<file path="src/rtl/control_unit.sv">
// Moore control sequencer for the single-bus RISC datapath.
// Fetch T0-T2, opcode-driven execute T3-T6, halt and async-low clear.
module control_unit (
    input  logic        clock,
    input  logic        clear,
    input  logic [31:0] IR,
    output logic        PCin,
    output logic        PCout,
    output logic        MARin,
    output logic        MDRin,
    output logic        MDRout,
    output logic        MDMuxread,
    output logic        RAMread,
    output logic        RAMwrite,
    output logic        IRin,
    output logic        IncPC,
    output logic        Gra,
    output logic        Grb,
    output logic        Grc,
    output logic        Rin,
    output logic        Rout,
    output logic        BAout,
    output logic        CSEout,
    output logic        Yin,
    output logic        Zlowin,
    output logic        Zhighin,
    output logic        Zlowout,
    output logic        Zhighout,
    output logic        HIin,
    output logic        LOin,
    output logic        HIout,
    output logic        LOout,
    output logic        InPortout,
    output logic        OutPortin,
    output logic        ADD,
    output logic        SUB,
    output logic        MUL,
    output logic        DIV,
    output logic        AND,
    output logic        OR,
    output logic        SHR,
    output logic        SHRA,
    output logic        SHL,
    output logic        ROR,
    output logic        ROL,
    output logic        NEG,
    output logic        NOT,
    output logic        Run
);

    typedef enum logic [3:0] {
        S_RESET, S_T0, S_T1, S_T2, S_T3,
        S_T4, S_T5, S_T6, S_HALT
    } state_t;

    typedef enum logic [2:0] {
        C_NONE, C_ALU, C_IMM, C_LDI,
        C_UN, C_MD, C_MF, C_HALT
    } cls_t;

    state_t     r_state;
    state_t     w_next;
    logic [4:0] r_op;
    cls_t       w_cls;
    cls_t       w_ir_cls;

    function automatic cls_t f_cls(input logic [4:0] op);
        cls_t c;
        case (op)
            5'b00001: c = C_LDI;
            5'b00011, 5'b00100, 5'b00101,
            5'b00110, 5'b00111, 5'b01000,
            5'b01001, 5'b01010, 5'b01011: c = C_ALU;
            5'b01100, 5'b01101, 5'b01110: c = C_IMM;
            5'b01111, 5'b10000: c = C_MD;
            5'b10001, 5'b10010: c = C_UN;
            5'b11000, 5'b11001: c = C_MF;
            5'b11011: c = C_HALT;
            default: c = C_NONE;
        endcase
        return c;
    endfunction

    assign w_cls    = f_cls(r_op);
    assign w_ir_cls = f_cls(IR[31:27]);
    assign Run      = (r_state != S_HALT);

    // State register; opcode is latched only while leaving T2
    always_ff @(posedge clock or negedge clear) begin
        if (!clear) begin
            r_state <= S_RESET;
            r_op    <= 5'b0;
        end else begin
            r_state <= w_next;
            if (r_state == S_T2) begin
                r_op <= IR[31:27];
            end
        end
    end

    // Next-state sequencing by instruction class
    always_comb begin
        w_next = r_state;
        unique case (r_state)
            S_RESET: w_next = S_T0;
            S_T0:    w_next = S_T1;
            S_T1:    w_next = S_T2;
            S_T2: begin
                if (w_ir_cls == C_NONE)
                    w_next = S_T0;
                else if (w_ir_cls == C_HALT)
                    w_next = S_HALT;
                else
                    w_next = S_T3;
            end
            S_T3: w_next = (w_cls == C_MF) ? S_T0 : S_T4;
            S_T4: w_next = (w_cls == C_UN) ? S_T0 : S_T5;
            S_T5: w_next = (w_cls == C_MD) ? S_T6 : S_T0;
            S_T6: w_next = S_T0;
            S_HALT: w_next = S_HALT;
            default: w_next = S_RESET;
        endcase
    end

    // Strobe decode from present state and latched opcode
    always_comb begin
        {PCin, PCout, MARin, MDRin, MDRout, MDMuxread,
         RAMread, RAMwrite, IRin, IncPC} = '0;
        {Gra, Grb, Grc, Rin, Rout, BAout, CSEout, Yin} = '0;
        {Zlowin, Zhighin, Zlowout, Zhighout, HIin, LOin,
         HIout, LOout, InPortout, OutPortin} = '0;
        {ADD, SUB, MUL, DIV, AND, OR, SHR, SHRA,
         SHL, ROR, ROL, NEG, NOT} = '0;
        unique case (r_state)
            S_T0: begin
                PCout  = 1'b1;
                MARin  = 1'b1;
                IncPC  = 1'b1;
                Zlowin = 1'b1;
            end
            S_T1: begin
                Zlowout   = 1'b1;
                PCin      = 1'b1;
                MDMuxread = 1'b1;
                RAMread   = 1'b1;
                MDRin     = 1'b1;
            end
            S_T2: begin
                MDRout = 1'b1;
                IRin   = 1'b1;
            end
            S_T3: begin
                case (w_cls)
                    C_ALU, C_IMM: begin
                        Grb = 1'b1; Rout = 1'b1; Yin = 1'b1;
                    end
                    C_LDI: begin
                        Grb = 1'b1; BAout = 1'b1; Yin = 1'b1;
                    end
                    C_UN: begin
                        Grb    = 1'b1;
                        Rout   = 1'b1;
                        Zlowin = 1'b1;
                        NEG    = (r_op == 5'b10001);
                        NOT    = (r_op == 5'b10010);
                    end
                    C_MD: begin
                        Gra = 1'b1; Rout = 1'b1; Yin = 1'b1;
                    end
                    C_MF: begin
                        HIout = (r_op == 5'b11000);
                        LOout = (r_op == 5'b11001);
                        Gra   = 1'b1;
                        Rin   = 1'b1;
                    end
                    default: ;
                endcase
            end
            S_T4: begin
                case (w_cls)
                    C_ALU, C_IMM, C_LDI: begin
                        Grc    = (w_cls == C_ALU);
                        Rout   = (w_cls == C_ALU);
                        CSEout = (w_cls != C_ALU);
                        Zlowin = 1'b1;
                        case (r_op)
                            5'b00001, 5'b00011,
                            5'b01100: ADD  = 1'b1;
                            5'b00100: SUB  = 1'b1;
                            5'b00101,
                            5'b01101: AND  = 1'b1;
                            5'b00110,
                            5'b01110: OR   = 1'b1;
                            5'b00111: ROR  = 1'b1;
                            5'b01000: ROL  = 1'b1;
                            5'b01001: SHR  = 1'b1;
                            5'b01010: SHRA = 1'b1;
                            5'b01011: SHL  = 1'b1;
                            default: ;
                        endcase
                    end
                    C_UN: begin
                        Zlowout = 1'b1; Gra = 1'b1; Rin = 1'b1;
                    end
                    C_MD: begin
                        Grb     = 1'b1;
                        Rout    = 1'b1;
                        MUL     = (r_op == 5'b10000);
                        DIV     = (r_op == 5'b01111);
                        Zlowin  = 1'b1;
                        Zhighin = 1'b1;
                    end
                    default: ;
                endcase
            end
            S_T5: begin
                Zlowout = 1'b1;
                if (w_cls == C_MD) begin
                    LOin = 1'b1;
                end else begin
                    Gra = 1'b1;
                    Rin = 1'b1;
                end
            end
            S_T6: begin
                Zhighout = 1'b1;
                HIin     = 1'b1;
            end
            default: ;
        endcase
    end

endmodule

</file>
<file path="config.mk">
export PLATFORM = sky130hd
export DESIGN_NAME = control_unit
export DESIGN_NICKNAME = d
export VERILOG_FILES = /design/src/rtl/control_unit.sv
export SDC_FILE = /design/constraint.sdc
export NUM_CORES = 1
export LEC_CHECK = 0
export CORE_ASPECT_RATIO = 2
export CORE_UTILIZATION = 34
export CTS_BUF_LIST = sky130_fd_sc_hd__clkbuf_4 sky130_fd_sc_hd__clkbuf_8
export DETAILED_ROUTE_END_ITERATION = 7
export PLACE_DENSITY = 0.82
export RECOVER_POWER = 50
export SYNTH_ARGS = -nofsm -noshare
export SYNTH_HDL_FRONTEND = slang
export SYNTH_SLANG_ARGS = --single-unit
</file>
<file path="constraint.sdc">
create_clock -name clock -period 2.5 [get_ports clock]
set_input_delay 0.625 -clock clock [delete_from_list [all_inputs] [get_ports clock]]
set_output_delay 0.625 -clock clock [all_outputs]
set_load 0.005 [all_outputs]
</file>
==> flow_summary.toml, run 1 <==
[timing]
fin_crit_ns = 2.518
hold_violations = 0
rsz0062_at_grt = "yes"
maxSlewViolCount = 0
layout_setup_ws_ns = -0.01801
clock.fmax_ghz = 0.3971
fin_worst_skew_ns = 0.001155
setup_viol = 1
fin_crit_sh = 1.007

[cells_and_area]
multi_input_area_sq_um = 752.0
drive_above_1_share = 0.3627
layout.cells.non_filler = 233
finalInstanceArea_sq_mm = 0.001795
syn2layout_area_growth_pct = 82.34
seq_area_sq_um = 229.0
final_util = 0.6562
nNetsFinal = 239
n_antenna_cell = 0
layout.filler_cells = 221

[floorplan]
std_cell_rows = 27
pin_count = 76
start_util = 0.3599
core_sq_mm = 0.002736
die_w_microns = 40.06
die_h_microns = 78.11
die_area_sq_mm = 0.003129

[placement]
dp_hpwl_microns = 2511
dp.cells = 220
placed_area_sq_mm = 0.001551
portBuffers = 45
place.gp.congestion = 0.8031

[clock_tree]
numCtsBuffers = 3
htreeDepth = 1
clockRootBuffer = "clkbuf_8"
clockBufferDepth = 2
hold_buffers = 0
clock-sinks = 9
clock_latency_ns = 0.24
cts.clk_slew.worst_paths_ns = 0.04
cts_tree = "done"

[logic_synthesis]
synthTopCellsByCount = "nor2_1 (23), nand2_1 (14), nor3_1 (12)"
syn_area_per_cell_sq_um = 7.084
ys_ff_latch = 9
ys_types = 41
synthArstFlopShare = 1.000
synthTopCellsByArea = "dfrtp_1 (23%), nor2_1 (8.8%), buf_4 (7.6%)"
synth_most_common_cell = "nor2_1"
synthFlopType = "dfrtp_1"
ys_warn_count = 0
synthCells = 139
yosys.area.top_type = "dfrtp_1"
yosysSeqAreaShare = 0.2287
synth_area_sq_um = 984.7
synth-edff-count = 0
yosysTopAreaCellShare = 0.2287

[worst_hold_path]
hold_path_end = "r_state[0]"
hp-start = "r_state[0]"
hold_depth = 1
hold_path_class = "reg2reg"

[global_routing]
grt_use_total = 0.2334
grt_pass1_wl_microns = 5188
grt_max_degree = 12
grt_pass1_vias = 1255
antenna_found_initial = 0
globalRouteOverflowTotal = 0

[power]
p_sw_frac = 0.4361
seqPwrFrac = 0.148
internal_power_w = 0.001113
p_leak_nw = 1.032
power_per_cell_area_mw_per_mm2 = 1099
ir_worst_vdd_mv = 0.6316
clkPwrFrac = 0.092
combPwrFrac = 0.760
p_total_w = 0.001973
p_sw_w = 0.0008605

[status]
status = "finished, violations left"
violations = "setup timing"

[detailed_routing]
firstDrtPassIters = 4
route.detailed.drc = 0
num_vias = 1305
viasPerCell = 5.601
detail_route.wl_per_cell_microns = 15.51
drt_iter0_drc = 49
drt_wl_total_microns = 3614
antenna_left = 0

[flow_run]
drv_cap = 0

[setup_path]
arrival_ns = 1.89
setup.worst_path.class = "reg2out"
critPathLaunchType = "flop"
reg2reg_slack_ns = 0.71
r2r_end = "r_state[2]"
cp_data_required_time_ns = 1.88
reg2reg_from = "r_state[3]"
cp-end-kind = "output port"
path_max_fanout = 3
worst-r2r-cell-count = 5
per-layer routing:
layer  vias to the layer above  track usage  part of all wire
met1                       638       0.2068              0.35
met4                         0       0.1759             0.026
li1                        611            -                 -
met3                         9      0.01977             0.042
met5                         -            0                 0
met2                        47       0.4226              0.58
registers in the layout (all words and copies together) (netlist names):
signal,count
r_state,4
r_op,5
through the flow:
step	setup WS (ns)	setup TNS [ns]	hold WS, ns
finish	-0.01801	-0.01801	0.5713
detailed placement	-0.1330	-0.3167	0.5452
CTS	-0.1933	-1.664	0.5695
floorplan	0.3295	0	0.3294
global placement	-0.1112	-0.2581	0.5313
global route	-0.07975	-0.1631	0.5872
placed cells by master (no fill, tap or decap), types with 2 or more instances in the layout:
cell type        count
dlygate4sd2_1        8
nand3_1              2
conb_1               3
o22ai_1              2
mux2_2               3
nor4_2               2
buf_2                3
o21ai_0              3
nor3_2               4
or2_4                2
a211o_1              2
dfrtp_1              6
nor3_1               8
dfrtp_2              3
clkbuf_2             3
nor2_1              18
buf_4               28
dlymetal6s2s_1      15
a21o_1               2
a21oi_1              4
buf_6                4
nor2_2               5
nand2_1             11
nand4bb_4            2
inv_1                4
nand2b_1             5
nand4b_1             2
clkbuf_8             3
nand4_1              2
clkdlybuf4s50_1     14
clkbuf_1             2
nand2_2              3
power groups by stage:
| stage | sequential (W) | clock, W | combinational [W] |
|---|---|---|---|
| 3_3_place_gp | 0.000266 | 0 | 0.00120 |
| 6_report | 0.000292 | 0.000181 | 0.00150 |
| 4_1_cts | 0.000270 | 0.000185 | 0.00134 |
| 2_1_floorplan | 0.000244 | 0 | 0.000732 |
| 5_1_grt | 0.000296 | 0.000191 | 0.00160 |
| 3_5_place_dp | 0.000271 | 0 | 0.00124 |
repair_timing:
action                     4_1_cts  5_1_grt
buffers inserted                 5        4
gates resized for setup         40       39
setup endpoints to repair       27       26
pin swaps                        9        9
logic make-up (layout without fill, tap and decap cells):
kind of cell           after synthesis  in the layout  synth area share
other                                1              3          0.003808
buffers and inverters               25             88            0.1360
multiplexers                         3              3           0.03431
AO/OA/AOI/OAI                       25             25            0.1931
flip-flops                           9              9            0.2287
XOR/XNOR                             1              1          0.008896
AND/OR/NAND/NOR                     75             75            0.3952
layout make-up:
type                       count  area share
timing repair buffer          79      0.3958
clock buffer                   4     0.02718
multi-input combinational    107      0.4188
inverter                       5     0.01045
tap                           29     0.02021
sequential                     9      0.1275
worst max-delay path, stage by stage, from the launching register on:
cell	delay [ns]
dfrtp_1	0.39
or3b_4	0.44
o32a_1	0.21
a21bo_1	0.23
buf_6	0.11
o2111a_1	0.13
buf_2	0.13
worst max path at each step:
| stage | start | end | slack (ns) | depth (start not counted) |
|---|---|---|---|---|
| floorplan | r_op[4] | Zlowout | 0.33 | 5 |
| global placement | r_op[3] | Zlowout | -0.11 | 5 |
| detailed placement | r_op[3] | Zlowout | -0.13 | 5 |
| CTS | r_state[3] | SHL | -0.19 | 5 |
| global route | r_op[2] | Gra | -0.08 | 8 |
| finish | r_op[2] | Gra | -0.02 | 6 |
(Power assumes the default switching activity.)
==> inputs of run 2 (changes only) <==
Settings changed: ABC_CLOCK_PERIOD_IN_PS set to 2500, RECOVER_POWER 50 to unset.
==> run 2 against run 1 <==
Effect of this change:
- the run still ends with setup timing left
- critical path depth did not move
- global-route usage unchanged
- worst setup slack about the same
- maximum frequency hardly changed
- clock skew hardly changed
- combinational power about the same
==> flow_summary.toml, run 2 (synthesized netlist as in run 1, its figures left out) <==
[status]
status = "finished, violations left"
violations = "setup timing"

[global_routing]
antenna_found_initial = 0
grt_pass1_wl_microns = 5188
grt_pass1_vias = 1255
grt_use_total = 0.2334
globalRouteOverflowTotal = 0
grt_max_degree = 12

[setup_path]
cp_data_required_time_ns = 1.88
arrival_ns = 1.89
cp-end-kind = "output port"
timing.critical_path.buf_inv = 2
critPathLaunchType = "flop"
path_max_fanout = 3
crit_chain = "or3b_4, o32a_1, a21bo_1, buf_6, o2111a_1, buf_2"
crit_path_max_incr_delay_ns = 0.44
setup.worst_path.class = "reg2out"
critPathSlowestCell = "or3b_4"
cpLargestDelayFamily = "compound AO/OA/AOI/OAI gates"

[detailed_routing]
num_vias = 1300
viasPerCell = 5.579
antenna_left = 0
drt_iter0_drc = 49
firstDrtPassIters = 4
detail_route.wl_per_cell_microns = 15.45
drt_wl_total_microns = 3600
route.detailed.drc = 0

[timing]
fin_crit_ns = 2.518
layout_setup_ws_ns = -0.01789
setup_viol = 1
clock.fmax_ghz = 0.3972
maxSlewViolCount = 0
rsz0062_at_grt = "yes"
fin_worst_skew_ns = 0.0009514
hold_violations = 0
tns_ns = -0.01789
fin_crit_sh = 1.007

[placement]
dp.cells = 220
portBuffers = 45
place_ws_ns = -0.1330
place.gp.congestion = 0.8031
dp_hpwl_microns = 2511
placed_area_sq_mm = 0.001551

[cells_and_area]
final_util = 0.6589
mostFrequentLayoutCells = "buf_4 (30), nor2_1 (18), clkdlybuf4s50_1 (15), dlymetal6s2s_1 (15), nand2_1 (11)"
multi_input_area_sq_um = 752.0
nNetsFinal = 239
seq_area_sq_um = 229.0
reg_top3 = "r_op (5), r_state (4)"
largest_register = "r_op"
finalInstanceArea_sq_mm = 0.001803
layout.cells.non_filler = 233
largest_reg_flops = 5
drive_above_1_share = 0.3725
mostFrequentLayoutCell = "buf_4"
syn2layout_area_growth_pct = 83.10
n_antenna_cell = 0
layout.filler_cells = 219

[power]
ir_worst_vdd_mv = 0.6311
p_leak_nw = 1.040
power_per_cell_area_mw_per_mm2 = 1096

[clock_tree]
clock_latency_ns = 0.24
clockBufferDepth = 2
htreeDepth = 1
clockRootBuffer = "clkbuf_8"
clock-sinks = 9
cts_tree = "done"
cts.clk_slew.worst_paths_ns = 0.04
numCtsBuffers = 3

[floorplan]
die_h_microns = 78.11
die_w_microns = 40.06
start_util = 0.3599
pin_count = 76
std_cell_rows = 27
die_area_sq_mm = 0.003129
core_sq_mm = 0.002736

[worst_hold_path]
hold_path_class = "reg2reg"

[flow_run]
drv_cap = 0
run 2: repair_timing:
| item | 4_1_cts | 5_1_grt |
|---|---|---|
| endpoints found under the setup margin | 27 | 26 |
| hold buffers | 0 | 0 |
| pin swaps | 9 | 9 |
| buffers inserted | 5 | 4 |
| resized for setup | 40 | 39 |
run 2: power breakdown:
group          switching [W]  total (W)  internal [W]
Combinational       0.000724    0.00150      0.000781
Sequential         0.0000750   0.000291      0.000216
Clock              0.0000582   0.000180      0.000122
run 2: final cells by class:
type	instances	share of cell area
repair buffers	79	0.3983
inverters	5	0.01041
well taps	29	0.02012
multi-input cells	107	0.4171
clock buffers	4	0.02706
flip-flops and latches	9	0.1270
run 2: final timing paths:
check	from	to	slack [ns]	cells after the start
worst min-delay path	r_state[0]	r_state[0]	0.57	1
max in group asynchronous	clear	r_state[2]	1.53	1
worst max register to register	r_op[2]	r_state[2]	0.77	5
worst min register to register	r_state[0]	r_state[0]	0.57	1
worst max-delay path	r_op[2]	Gra	-0.02	6
min in group asynchronous	clear	r_op[4]	0.68	1
run 2: layer usage:
layer / vias up / part of all wire / track usage
li1: 613 / - / -
met1: 624 / 0.35 / 0.2068
met2: 52 / 0.57 / 0.4226
met3: 11 / 0.044 / 0.01977
met4: 0 / 0.031 / 0.1759
met5: - / 0 / 0
run 2: per-stage QoR:
stage	total power, W	hold WS [ns]
floorplan	0.0009763	0.3294
global placement	0.001471	0.5313
detailed placement	0.001513	0.5452
CTS	0.001797	0.5695
global route	0.002092	0.5872
finish	0.001976	0.5689
==> inputs of run 3 (changes only) <==
Settings changed: GPL_TIMING_DRIVEN set to 0, TNS_END_PERCENT set to 1.
==> run 3 against run 2 <==
Effect of this change:
- the flow still finishes with violations (setup timing)
- total power decreased by 12%
- first-iteration DRC count up 43%
- sequential cell count did not move
- routed wire length down 11%
- non-clock buffer count fell by 11
- die area stayed put
- via count fell by 3.3%
- clock skew up 0.00078 ns
- critical path type unchanged
==> flow_summary.toml, run 3 (synthesized netlist as in run 1, its figures left out) <==
[status]
status = "finished, violations left"
violations = "setup timing"

[global_routing]
globalRouteOverflowTotal = 0
grt_pass1_wl_microns = 4830
antenna_found_initial = 0
grt_pass1_vias = 1099
grt_use_total = 0.2166
grt_max_degree = 12

[clock_tree]
cts_tree = "done"
clock_latency_ns = 0.24
htreeDepth = 1
cts.clk_slew.worst_paths_ns = 0.04
clockRootBuffer = "clkbuf_8"
clockBufferDepth = 2
numCtsBuffers = 3
clock-sinks = 9

[placement]
placed_area_sq_mm = 0.001479
place.gp.congestion = 0.8321
portBuffers = 45
dp_hpwl_microns = 2180

[setup_path]
cp_data_required_time_ns = 1.88
arrival_ns = 2.10
critPathLaunchType = "flop"
worst-r2r-cell-count = 7
setup.worst_path.class = "reg2out"
reg2reg_slack_ns = 0.61
reg2reg_from = "r_op[3]"
cp-end-kind = "output port"
r2r_end = "r_state[2]"
path_max_fanout = 6

[worst_hold_path]
hold_path_end = "r_state[0]"
hp-start = "r_state[3]"
hold_depth = 1
hold_path_class = "reg2reg"

[timing]
maxSlewViolCount = 0
fin_crit_ns = 2.722
clock.fmax_ghz = 0.3673
tns_ns = -0.7372
fin_crit_sh = 1.089
setup_viol = 13
rsz0062_at_grt = "yes"
fin_worst_skew_ns = 0.001735
layout_setup_ws_ns = -0.2225
hold_violations = 0

[floorplan]
die_h_microns = 78.11
core_sq_mm = 0.002736
die_area_sq_mm = 0.003129
start_util = 0.3599
die_w_microns = 40.06
std_cell_rows = 27
pin_count = 76

[detailed_routing]
detail_route.wl_per_cell_microns = 14.44
drt_wl_total_microns = 3205
firstDrtPassIters = 4
viasPerCell = 5.662
drt_iter0_drc = 70
route.detailed.drc = 0
antenna_left = 0
num_vias = 1257

[cells_and_area]
nNetsFinal = 228
mostFrequentLayoutCell = "clkdlybuf4s50_1"
finalInstanceArea_sq_mm = 0.001690
seq_area_sq_um = 230.2
n_antenna_cell = 0
multi_input_area_sq_um = 747.0
largest_register = "r_op"
largest_reg_flops = 5
reg_top3 = "r_op (5), r_state (4)"
syn2layout_area_growth_pct = 71.66
drive_above_1_share = 0.3005
layout.filler_cells = 241
mostFrequentLayoutCells = "clkdlybuf4s50_1 (22), nor2_1 (21), buf_4 (18), nand2_1 (12), dlygate4sd2_1 (11)"

[flow_run]
drv_cap = 0

[power]
power_per_cell_area_mw_per_mm2 = 1028
ir_worst_vdd_mv = 0.5898
p_leak_nw = 0.8445
==> run 3: cell count changes in the layout (fill, tap and decap cells not counted), sizes merged <==
cell,delta
buf,-16
dlymetal6s2s,-8
clkdlybuf4s50,+7
dlygate4sd2,+3
clkbuf,+2
clkdlybuf4s15,+1
==> run 3: worst max-delay path by stage <==
stage	startpoint	to	slack, ns	depth (start not counted)
after floorplan	r_op[4]	Zlowout	0.33	5
after global placement	r_state[3]	BAout	-0.28	6
after detailed placement	r_op[4]	Zlowout	-0.29	6
after CTS	r_op[3]	Grb	-0.23	6
after global routing	r_op[3]	Rin	-0.25	7
final	r_op[3]	Rin	-0.22	7
==> run 3: cell type report <==
cell class                 count  share of cell area
inverter                       5             0.01110
tap                           29             0.02147
timing repair buffer          52              0.2916
buffer                        16             0.06884
clock buffer                   4             0.02887
multi-input combinational    107              0.4419
sequential                     9              0.1362
==> run 3: report_power, final <==
part           internal, W  total [W]  switching [W]
registers         0.000216   0.000319       0.000103
clock network     0.000122   0.000180      0.0000578
logic             0.000609    0.00124       0.000630
==> run 3: critical path: stages, from the launching register on <==
cell	delay, ns
dfrtp_1	0.39
or3b_1	0.39
buf_6	0.15
o32a_1	0.19
buf_4	0.16
a21bo_1	0.17
and3_1	0.16
dlygate4sd2_1	0.26
==> run 3: timing repair <==
| item | 4_1_cts | 5_1_grt |
|---|---|---|
| resized for setup | 45 | 26 |
| hold buffers | 0 | 0 |
| pin swaps | 5 | 3 |
| endpoints found under the setup margin | 36 | 26 |
| buffers inserted | 4 | 3 |
==> run 3: layer usage <==
metal	GRT usage	vias to the layer above	wire, microns
met1	0.2280	594	1081
met4	0.1448	0	101
met5	0	-	0
met3	0.01977	9	187
met2	0.3677	65	1834
li1	-	589	-
==> run 3: per-stage QoR <==
step / power (W) / setup slack, ns / utilization / cells / hold slack [ns]
after floorplan: 0.0009763 / 0.3295 / - / 141 / 0.3294
after global placement: 0.001354 / -0.2848 / 0.5405 / 215 / 0.6995
after detailed placement: 0.001371 / -0.2878 / 0.5405 / 215 / 0.7110
after CTS: 0.001660 / -0.2320 / 0.5931 / 219 / 0.5954
after global routing: 0.001857 / -0.2484 / 0.6177 / 222 / 0.6818
final: 0.001738 / -0.2225 / 0.6177 / 222 / 0.6501
